[src/rtl/rgbw_scale_sequencer.sv]
// Rescales four RGBW channel levels by a shared intensity through one external multiplier.
// Optional macro RGBW_SEQ_TIMEOUT_EN adds a WAIT timeout with a sticky err flag.
module rgbw_scale_sequencer #(
  parameter int unsigned TIMEOUT_CYCLES = 32
) (
  input  logic        clk,
  input  logic        reset,
  input  logic        start,
  input  logic [7:0]  lint,
  input  logic [7:0]  red_in,
  input  logic [7:0]  green_in,
  input  logic [7:0]  blue_in,
  input  logic [7:0]  white_in,
  output logic [7:0]  mult_a,
  output logic [7:0]  mult_b,
  output logic        mult_ld,
  input  logic        mult_rdy,
  input  logic [15:0] mult_res,
  output logic [7:0]  red_out,
  output logic [7:0]  green_out,
  output logic [7:0]  blue_out,
  output logic [7:0]  white_out,
  output logic        busy,
  output logic        done,
  output logic        err
);

  typedef enum logic [1:0] {StIdle, StLoad, StWait, StCommit} state_e;

  state_e     state_q, state_d;
  logic [1:0] idx_q;
  logic [7:0] lint_q;
  logic [7:0] snap_q   [4];
  logic [7:0] shadow_q [4];
  logic [7:0] out_q    [4];
  logic       done_q;
  logic       accept;
  logic       step;
  logic       timeout;
  logic       unused_res_lo;

  // Only the upper product byte is used: scaling truncates.
  assign unused_res_lo = ^mult_res[7:0];

  assign accept = (state_q == StIdle) && start;

`ifdef RGBW_SEQ_TIMEOUT_EN
  localparam int unsigned CntW = $clog2(TIMEOUT_CYCLES + 1);

  logic [CntW-1:0] cnt_q;
  logic            err_q;

  always_ff @(posedge clk or negedge reset) begin
    if (!reset) begin
      cnt_q <= '0;
    end else if (state_q == StLoad) begin
      cnt_q <= '0;
    end else if (state_q == StWait) begin
      cnt_q <= cnt_q + CntW'(1);
    end
  end

  assign timeout = (state_q == StWait) && !mult_rdy &&
                   (cnt_q == CntW'(TIMEOUT_CYCLES - 1));

  always_ff @(posedge clk or negedge reset) begin
    if (!reset) begin
      err_q <= 1'b0;
    end else if (accept) begin
      err_q <= 1'b0;
    end else if (timeout) begin
      err_q <= 1'b1;
    end
  end

  assign err = err_q;
`else
  assign timeout = 1'b0;
  assign err     = 1'b0;
`endif

  assign step = (state_q == StWait) && (mult_rdy || timeout);

  always_comb begin
    state_d = state_q;
    unique case (state_q)
      StIdle:   if (start) state_d = StLoad;
      StLoad:   state_d = StWait;
      StWait:   if (step) state_d = (idx_q == 2'd3) ? StCommit : StLoad;
      StCommit: state_d = StIdle;
      default:  state_d = StIdle;
    endcase
  end

  always_ff @(posedge clk or negedge reset) begin
    if (!reset) begin
      state_q <= StIdle;
    end else begin
      state_q <= state_d;
    end
  end

  always_ff @(posedge clk or negedge reset) begin
    if (!reset) begin
      idx_q    <= 2'd0;
      lint_q   <= 8'h00;
      snap_q   <= '{default: 8'h00};
      shadow_q <= '{default: 8'h00};
      out_q    <= '{default: 8'h00};
      done_q   <= 1'b0;
    end else begin
      done_q <= 1'b0;
      if (accept) begin
        lint_q    <= lint;
        snap_q[0] <= red_in;
        snap_q[1] <= green_in;
        snap_q[2] <= blue_in;
        snap_q[3] <= white_in;
        idx_q     <= 2'd0;
      end
      if (step) begin
        shadow_q[idx_q] <= timeout ? 8'h00 : mult_res[15:8];
        idx_q           <= idx_q + 2'd1;
      end
      // All four outputs update together so the PWM never sees a mixed set.
      if (state_q == StCommit) begin
        out_q  <= shadow_q;
        done_q <= 1'b1;
      end
    end
  end

  always_comb begin
    busy    = (state_q != StIdle);
    mult_ld = (state_q == StLoad);
    mult_a  = 8'h00;
    mult_b  = 8'h00;
    if ((state_q == StLoad) || (state_q == StWait)) begin
      mult_a = snap_q[idx_q];
      mult_b = lint_q;
    end
  end

  assign red_out   = out_q[0];
  assign green_out = out_q[1];
  assign blue_out  = out_q[2];
  assign white_out = out_q[3];
  assign done      = done_q;

endmodule
[config.mk]
export PLATFORM = sky130hd
export DESIGN_NAME = rgbw_scale_sequencer
export DESIGN_NICKNAME = d
export VERILOG_FILES = /design/src/rtl/rgbw_scale_sequencer.sv
export SDC_FILE = /design/constraint.sdc
export NUM_CORES = 1
export LEC_CHECK = 0
export ABC_AREA = 1
export CAP_MARGIN = 5
export CORE_MARGIN = 1
export CORE_UTILIZATION = 35
export CTS_CLUSTER_SIZE = 25
export DETAILED_ROUTE_END_ITERATION = 12
export GPL_TIMING_DRIVEN = 0
export MAX_ROUTING_LAYER = met4
export PLACE_DENSITY = 0.68
export SYNTH_ARGS = -nofsm -noshare
export SYNTH_HDL_FRONTEND = slang
export SYNTH_SLANG_ARGS = --single-unit
export TNS_END_PERCENT = 20
[constraint.sdc]
create_clock -name clk -period 1.45 [get_ports clk]
set_clock_uncertainty 0.15 [all_clocks]
set_input_delay 0.145 -clock clk [delete_from_list [all_inputs] [get_ports clk]]
set_output_delay 0.145 -clock clk [all_outputs]
set_load 0.02 [all_outputs]
==> impl_metrics.json, run 1 <==
{
  "outcome": "finished, violations left",
  "violations": "negative setup slack",
  "mappedNetlistArea_mm2": 0.00489,
  "power.total_mw": 15.7,
  "synth_area_per_cell_um2": 10.4,
  "clock_transition_at_the_register_clock_pins_on_the_worst_setup_and_hold_paths_after_cts_ns": 0.07,
  "dp.final_hpwl_um": 7870,
  "dr.pass1.iters": 4,
  "clk_path_buf_depth": 2,
  "hp-class": "input port to flip-flop",
  "hold_viol_final": 0,
  "ys_types": 22,
  "placement.cell_area_mm2": 0.00620,
  "drive_gt1_share_pct": 28.9,
  "design.portCount": 112,
  "postSynthRegisterBits": 109,
  "cts.sink_count": 109,
  "timing.final.crit_share_pct": 130,
  "tritoncts_clock_tree": "done",
  "synthesis.nets": 539,
  "setup.worst_path.start_class": "flip-flop",
  "drt_drc_violations_left": 0,
  "fin_nets": 674,
  "cellPowerDensity_mw_per_mm2": 2240,
  "globalRouteOverflowTotal": 0,
  "crit-reg2reg-capture": "red_out[5]",
  "dp.cells": 747,
  "crit_slowest_cell": "dfrtp_2",
  "effective_utilization_at_floorplan_pct": 36.4,
  "crit_path_end_kind": "primary output",
  "drt-total-wl_um": 11400,
  "r2r_cells": 5,
  "fin_util_pct": 52.2,
  "critical-path-max-stage-delay_ns": 0.39,
  "route.antenna.remaining_nets": 0,
  "gr-usage-all-layers_pct": 16.8,
  "final_cell_mix": "108 x dfrtp_1, 88 x nand2_1, 49 x clkdlybuf4s50_1, 43 x inv_1",
  "setup_total_negative_slack_ns": -12.40,
  "crit_path_cell_trace": "inv_2, ha_4, clkinvlp_4, buf_12, a21oi_4, buf_6",
  "netlist_instances": 469,
  "irDropWorstVdd_uv": 1350,
  "insertion_delay_ns": 0.35,
  "final_setup_violation_count": 82,
  "holdPathStages": 3,
  "finished_cell_area_mm2": 0.00702,
  "fin_hold_ws_ns": 0.200,
  "worst_slew_pin_tran_ns": 0.655,
  "routabilityCongestion": 0.836,
  "setup_ws_ns": -0.434,
  "fmaxAchievable_mhz": 531,
  "grt_pass1_wl_um": 18100,
  "grt_max_degree": 72,
  "grt_setup_unrepaired": "yes",
  "layout_commonest_cell": "dfrtp_1",
  "setup.worst_path.class": "flip-flop to primary output",
  "r2r_setup_slack_ns": -0.14,
  "synth_warnings": 0,
  "area_growth_syn_to_layout_pct": 43.5,
  "cts_root_buffer": "clkbuf_16",
  "final-max-slew-violation-count": 0,
  "worst_slew_margin_rel_pct": 56.4,
  "path_max_fanout": 8,
  "hold_path_end": "lint_q[7]",
  "avgRoutedWirePerCell_um": 14.6,
  "vias_in_the_first_global_route": 3635,
  "fin_cells": 785,
  "n_antenna_cell": 0,
  "numCtsBuffers": 9,
  "port_buffers": 101,
  "max_h_tree_level": 3,
  "worst_setup_path_startpoint": "state_q[1]",
  "floorplan.core_area_mm2": 0.0135,
  "die_height_um": 120,
  "route.vias.total": 3624,
  "worstReg2RegStart": "state_q[1]",
  "drt_iter0_drc": 121,
  "antenna_found_initial": 0,
  "floorplan.die.width_um": 120,
  "routed_via_density": 4.62,
  "cap_violations": 0,
  "power_leakage_nw": 3.51,
  "hp-start": "lint[7]",
  "synth.yosys.seq_area_share_pct": 55.7,
  "rows": 42,
  "pre_cts_ws_ns": -0.881,
  "critPathArrivalTime_ns": 1.59,
  "final.min_clock_period_ns": 1.88,
  "design.die.area_mm2": 0.0145,
  "timing.critical_path.required_ns": 1.15
}
cells in the mapped netlist:
| master | number | area [µm²] |
|---|---|---|
| buf_2 | 1 | 5.00 |
| mux2_4 | 30 | 450 |
| nand2_1 | 96 | 360 |
| nand2_4 | 4 | 45.0 |
| o21ai_1 | 26 | 130 |
| inv_2 | 1 | 3.75 |
| o21ai_0 | 4 | 20.0 |
| nand2_2 | 1 | 6.26 |
| o21ai_2 | 7 | 61.3 |
| conb_1 | 1 | 3.75 |
| inv_6 | 2 | 17.5 |
| a21oi_1 | 40 | 200 |
| buf_6 | 19 | 214 |
| nand3_1 | 25 | 125 |
| buf_8 | 1 | 15.0 |
| inv_1 | 54 | 203 |
| dfrtp_1 | 109 | 2730 |
| nor2_1 | 33 | 124 |
| buf_4 | 2 | 15.0 |
| mux2_2 | 2 | 22.5 |
| ha_1 | 10 | 125 |
| nand2_8 | 1 | 20.0 |
critical path, delay by kind of cell, from the launching register on:
kind                       cells  cell delay (ns)
DFF                            1             0.39
adders and majority gates      1             0.29
buffers and inverters          4             0.43
AOI/OAI and AO/OA              1             0.13
kinds of logic (layout without fill, tap and decap cells):
family,count (synthesis),in the layout,share of synthesized area (%)
fa+ha+maj,10,10,2.56
other cells,1,1,0.0766
compound gates,77,77,8.41
mux,32,32,9.66
simple gates,160,160,13.9
buf+inv,80,220,9.66
flops,109,109,55.7
sequential cells by signal, indices dropped and copies added (netlist names):
signal     cells
blue_out       8
done           1
green_out      8
idx_q          2
lint_q         8
red_out        8
shadow_q      32
snap_q        32
state_q        2
white_out      8
power breakdown:
group	leakage [nW]	total [mW]	switching (mW)	internal (mW)
Combinational	2.02	8.44	4.31	4.12
Sequential	1.35	4.96	0.653	4.30
Clock	0.138	2.32	1.14	1.18
metal layers:
metal  routed length [µm]  share of wire, %  track usage [%]
met1                 4990                44             20.3
met2                 5830                51             28.2
met3                  512               4.5             4.58
met4                   87              0.76             3.78
met5                    0                 0                -
timing repair:
item                                    CTS  global route
setup buffers                            13             5
hold buffers                              2             0
endpoints found under the hold margin    78             0
pin swaps                                 2             1
cloned                                    1             3
endpoints found under the setup margin  157           155
resized for setup                       187            36
final cells by class:
type	count	area (µm²)
flip-flops and latches	109	2730
multi-input cells	280	1990
well taps	176	220
clock inverters	6	45.0
plain buffers	21	279
inverters	57	243
repair buffers	126	1290
clock buffers	10	229
fillers	1236	6430
worst max path at each step:
stage | endpoint | cells past startpoint
after floorplan | mult_a[0] | 5
after global placement | snap_q[31] | 1
after detailed placement | mult_a[5] | 6
after CTS | mult_a[7] | 6
after global routing | mult_a[7] | 6
final | mult_a[7] | 6
Note: power is estimated with default switching activity, not from simulation.
==> inputs of run 2 (changes only) <==
- CTS_CLUSTER_DIAMETER: unset -> 100
==> results of run 2 <==
Final layout, timing and power as in run 1 (identical DEF).
==> inputs of run 3 (changes only) <==
- ABC_AREA: 1 -> unset
- PLACE_DENSITY: 0.68 -> 0.69
==> run 3 against run 2 <==
Compared with the run above: the flow still finishes with violations (negative setup slack); count of clock-buffer cells in the layout shrank 1; register-to-register slack got worse by 0.16 ns; combinational power down 0.8%; synthesized area down 7.8%; core utilization rose by 1.4 points; setup slack got worse by 0.11 ns.
==> impl_metrics.json, run 3 <==
{
  "outcome": "finished, violations left",
  "violations": "negative setup slack",
  "design.die.area_mm2": 0.0134,
  "mappedNetlistArea_mm2": 0.00451,
  "share_of_total_power_in_sequential_cells_pct": 32.4,
  "area_growth_syn_to_layout_pct": 50.0,
  "dp.cells": 561,
  "drt_drc_violations_left": 0,
  "grt_max_degree": 57,
  "clk_path_buf_depth": 2,
  "insertion_delay_ns": 0.35,
  "drive_gt1_share_pct": 50.6,
  "timing.critical_path.required_ns": 1.15,
  "hp-class": "input port to asynchronous set/reset pin",
  "cellPowerDensity_mw_per_mm2": 2420,
  "yosys.area.top_type": "dfrtp_1",
  "final.min_clock_period_ns": 2.00,
  "switching_share_pct": 32.4,
  "synth-edff-count": 0,
  "fin_cells": 597,
  "routed_via_density": 4.69,
  "synth_warnings": 0,
  "fillCellCount": 1074,
  "route.antenna.remaining_nets": 0,
  "yosysMostFrequentCell": "dfrtp_1",
  "multi_input_area_mm2": 0.00195,
  "gr-usage-all-layers_pct": 16.9,
  "path_max_fanout": 5,
  "n_antenna_cell": 0,
  "avgRoutedWirePerCell_um": 16.8,
  "grt_most_used_layer": "met2",
  "r2r_setup_slack_ns": -0.30,
  "netlist_instances": 286,
  "final_setup_violation_count": 122,
  "irDropWorstVdd_uv": 1390,
  "cap_violations": 0,
  "layout_commonest_cell": "dfrtp_1",
  "grt_pass1_wl_um": 16000,
  "postSynthRegisterBits": 109,
  "setup_ws_ns": -0.549,
  "synthesis.nets": 356,
  "clock_transition_at_the_register_clock_pins_on_the_worst_setup_and_hold_paths_after_cts_ns": 0.07,
  "power.internal_mw": 11.1,
  "effective_utilization_at_floorplan_pct": 35.8,
  "port_buffers": 102,
  "cts.sink_count": 109,
  "max_h_tree_level": 3,
  "worst_slew_pin_tran_ns": 0.721,
  "global_route.usage.met1_pct": 19.8,
  "final_cell_mix": "107 x dfrtp_1, 81 x mux2_2, 50 x clkdlybuf4s50_1, 33 x dlygate4sd2_1, 25 x buf_6",
  "dp.final_hpwl_um": 6610,
  "setup.worst_path.start_class": "flip-flop",
  "synth.yosys.seq_area_share_pct": 60.4,
  "grt_use_met2_pct": 28.5,
  "globalRouteOverflowTotal": 0,
  "floorplan.die.width_um": 116,
  "route.vias.total": 2797,
  "vias_in_the_first_global_route": 2979,
  "crit_path_end_kind": "primary output",
  "final-max-slew-violation-count": 0,
  "power_leakage_nw": 3.14,
  "cts_root_buffer": "clkbuf_16",
  "drt_iter0_drc": 128,
  "setup.worst_path.class": "flip-flop to primary output",
  "grt_setup_unrepaired": "yes",
  "switching_power_mw": 5.31,
  "synth.area.top_cells": "dfrtp_1 60%, mux2_2 25%, mux4_2 3.5%",
  "critPathArrivalTime_ns": 1.70,
  "largestRegisters": "shadow_q x32, snap_q x32",
  "tritoncts_clock_tree": "done",
  "numCtsBuffers": 9,
  "combinational_power_share_pct": 51.1,
  "pre_cts_ws_ns": -0.913,
  "antenna_found_initial": 0,
  "hold_viol_final": 0,
  "worst_slew_margin_rel_pct": 51.9,
  "fin_nets": 490,
  "floorplan.core_area_mm2": 0.0126,
  "yosysTopAreaCellShare_pct": 60.4,
  "primary_ff_master_synth": "dfrtp_1",
  "ys_types": 22,
  "synth_common_cells": "109 x dfrtp_1, 102 x mux2_2, 17 x and2_1",
  "design.portCount": 112,
  "fmaxAchievable_mhz": 500,
  "share_clk_of_total_power_pct": 16.4,
  "timing.final.crit_share_pct": 138,
  "synth_area_per_cell_um2": 15.8,
  "fin_util_pct": 53.6,
  "grt.met3_usage_pct": 4.08,
  "rows": 41,
  "synthArstFlopShare_pct": 100,
  "routabilityCongestion": 0.741,
  "dr.pass1.iters": 3,
  "drt-total-wl_um": 10000,
  "die_height_um": 116,
  "area.sequential_mm2": 0.00273
}
## run 3: cell types whose count changed after synthesis, sizes merged, moves of 8 or more
| cell | before | now |
|---|---|---|
| nand2 | 102 | 10 |
| mux2 | 32 | 104 |
| inv | 57 | 6 |
| a21oi | 40 | 0 |
| o21ai | 37 | 1 |
| nor2 | 33 | 1 |
| nand3 | 25 | 2 |
| and2 | 0 | 17 |
| buf | 23 | 11 |
| mux4 | 0 | 8 |
## run 3: layout make-up
| class | instances | area share (%) |
|---|---|---|
| Buffer | 12 | 3.25 |
| Clock buffer | 9 | 3.33 |
| Clock inverter | 7 | 1.57 |
| Inverter | 6 | 0.370 |
| Multi-Input combinational cell | 158 | 28.8 |
| Sequential cell | 109 | 40.3 |
| Tap cell | 172 | 3.18 |
| Timing Repair Buffer | 124 | 19.2 |
## run 3: power by group through the flow
| stage | combinational [mW] | sequential, mW | clock (mW) |
|---|---|---|---|
| 6_report | 8.37 | 5.31 | 2.69 |
| 5_1_grt | 8.91 | 5.48 | 2.92 |
| 4_1_cts | 8.40 | 5.29 | 2.77 |
| 3_5_place_dp | 6.91 | 5.36 | 0 |
| 3_3_place_gp | 6.80 | 5.28 | 0 |
| 2_1_floorplan | 3.91 | 5.66 | 0 |
## run 3: path summary, 6_finish.rpt
kind                              startpoint            to  cells past startpoint
worst min-delay path                   reset  green_out[0]                      2
max in group asynchronous              reset  shadow_q[20]                      3
worst max register to register    state_q[0]  shadow_q[11]                      6
min in group clk                 white_in[0]     snap_q[0]                      2
worst max-delay path                idx_q[0]     mult_a[1]                      4
worst min register to register  green_out[0]  green_out[0]                      1
## run 3: kinds of logic after synthesis
group                      share of synthesized area (%)
AOI/OAI and AO/OA                                  0.638
adders and majority gates                           2.77
buffers and inverters                               2.13
DFF                                                 60.4
muxes                                               30.2
other                                             0.0831
and+or+nand+nor                                     3.71
## run 3: timing repair
action | in CTS | in global routing
hold buffers | 1 | 0
endpoints found under the setup margin | 158 | 126
pin swaps | 9 | 9
gates resized for setup | 209 | 13
endpoints found under the hold margin | 53 | 0
buffers inserted | 13 | 3
cloned | 6 | 0
## run 3: per-layer routing
layer | up-vias | wire length, µm
met5 | - | 0
met4 | 0 | 126
met3 | 11 | 533
met2 | 85 | 4960
met1 | 1425 | 4400
li1 | 1276 | -
## run 3: stage by stage
stage / hold slack (ns) / area, µm² / power, mW / setup TNS, ns
5_1_grt: 0.244 / 6770 / 17.3 / -29.05
6_report: 0.236 / 6770 / 16.4 / -23.82
2_1_floorplan: -0.301 / 4680 / 9.57 / -11.29
4_1_cts: 0.238 / 6760 / 16.5 / -30.75
3_5_place_dp: 0.104 / 5940 / 12.3 / -40.06
3_3_place_gp: 0.315 / 5920 / 12.1 / -479.29
## run 3: worst max-delay path, cell delays in order, from the launching register on
cell and delay [ns]:
dfrtp_2 0.43, buf_12 0.14, mux4_2 0.50, and2_4 0.16
buf_6 0.12
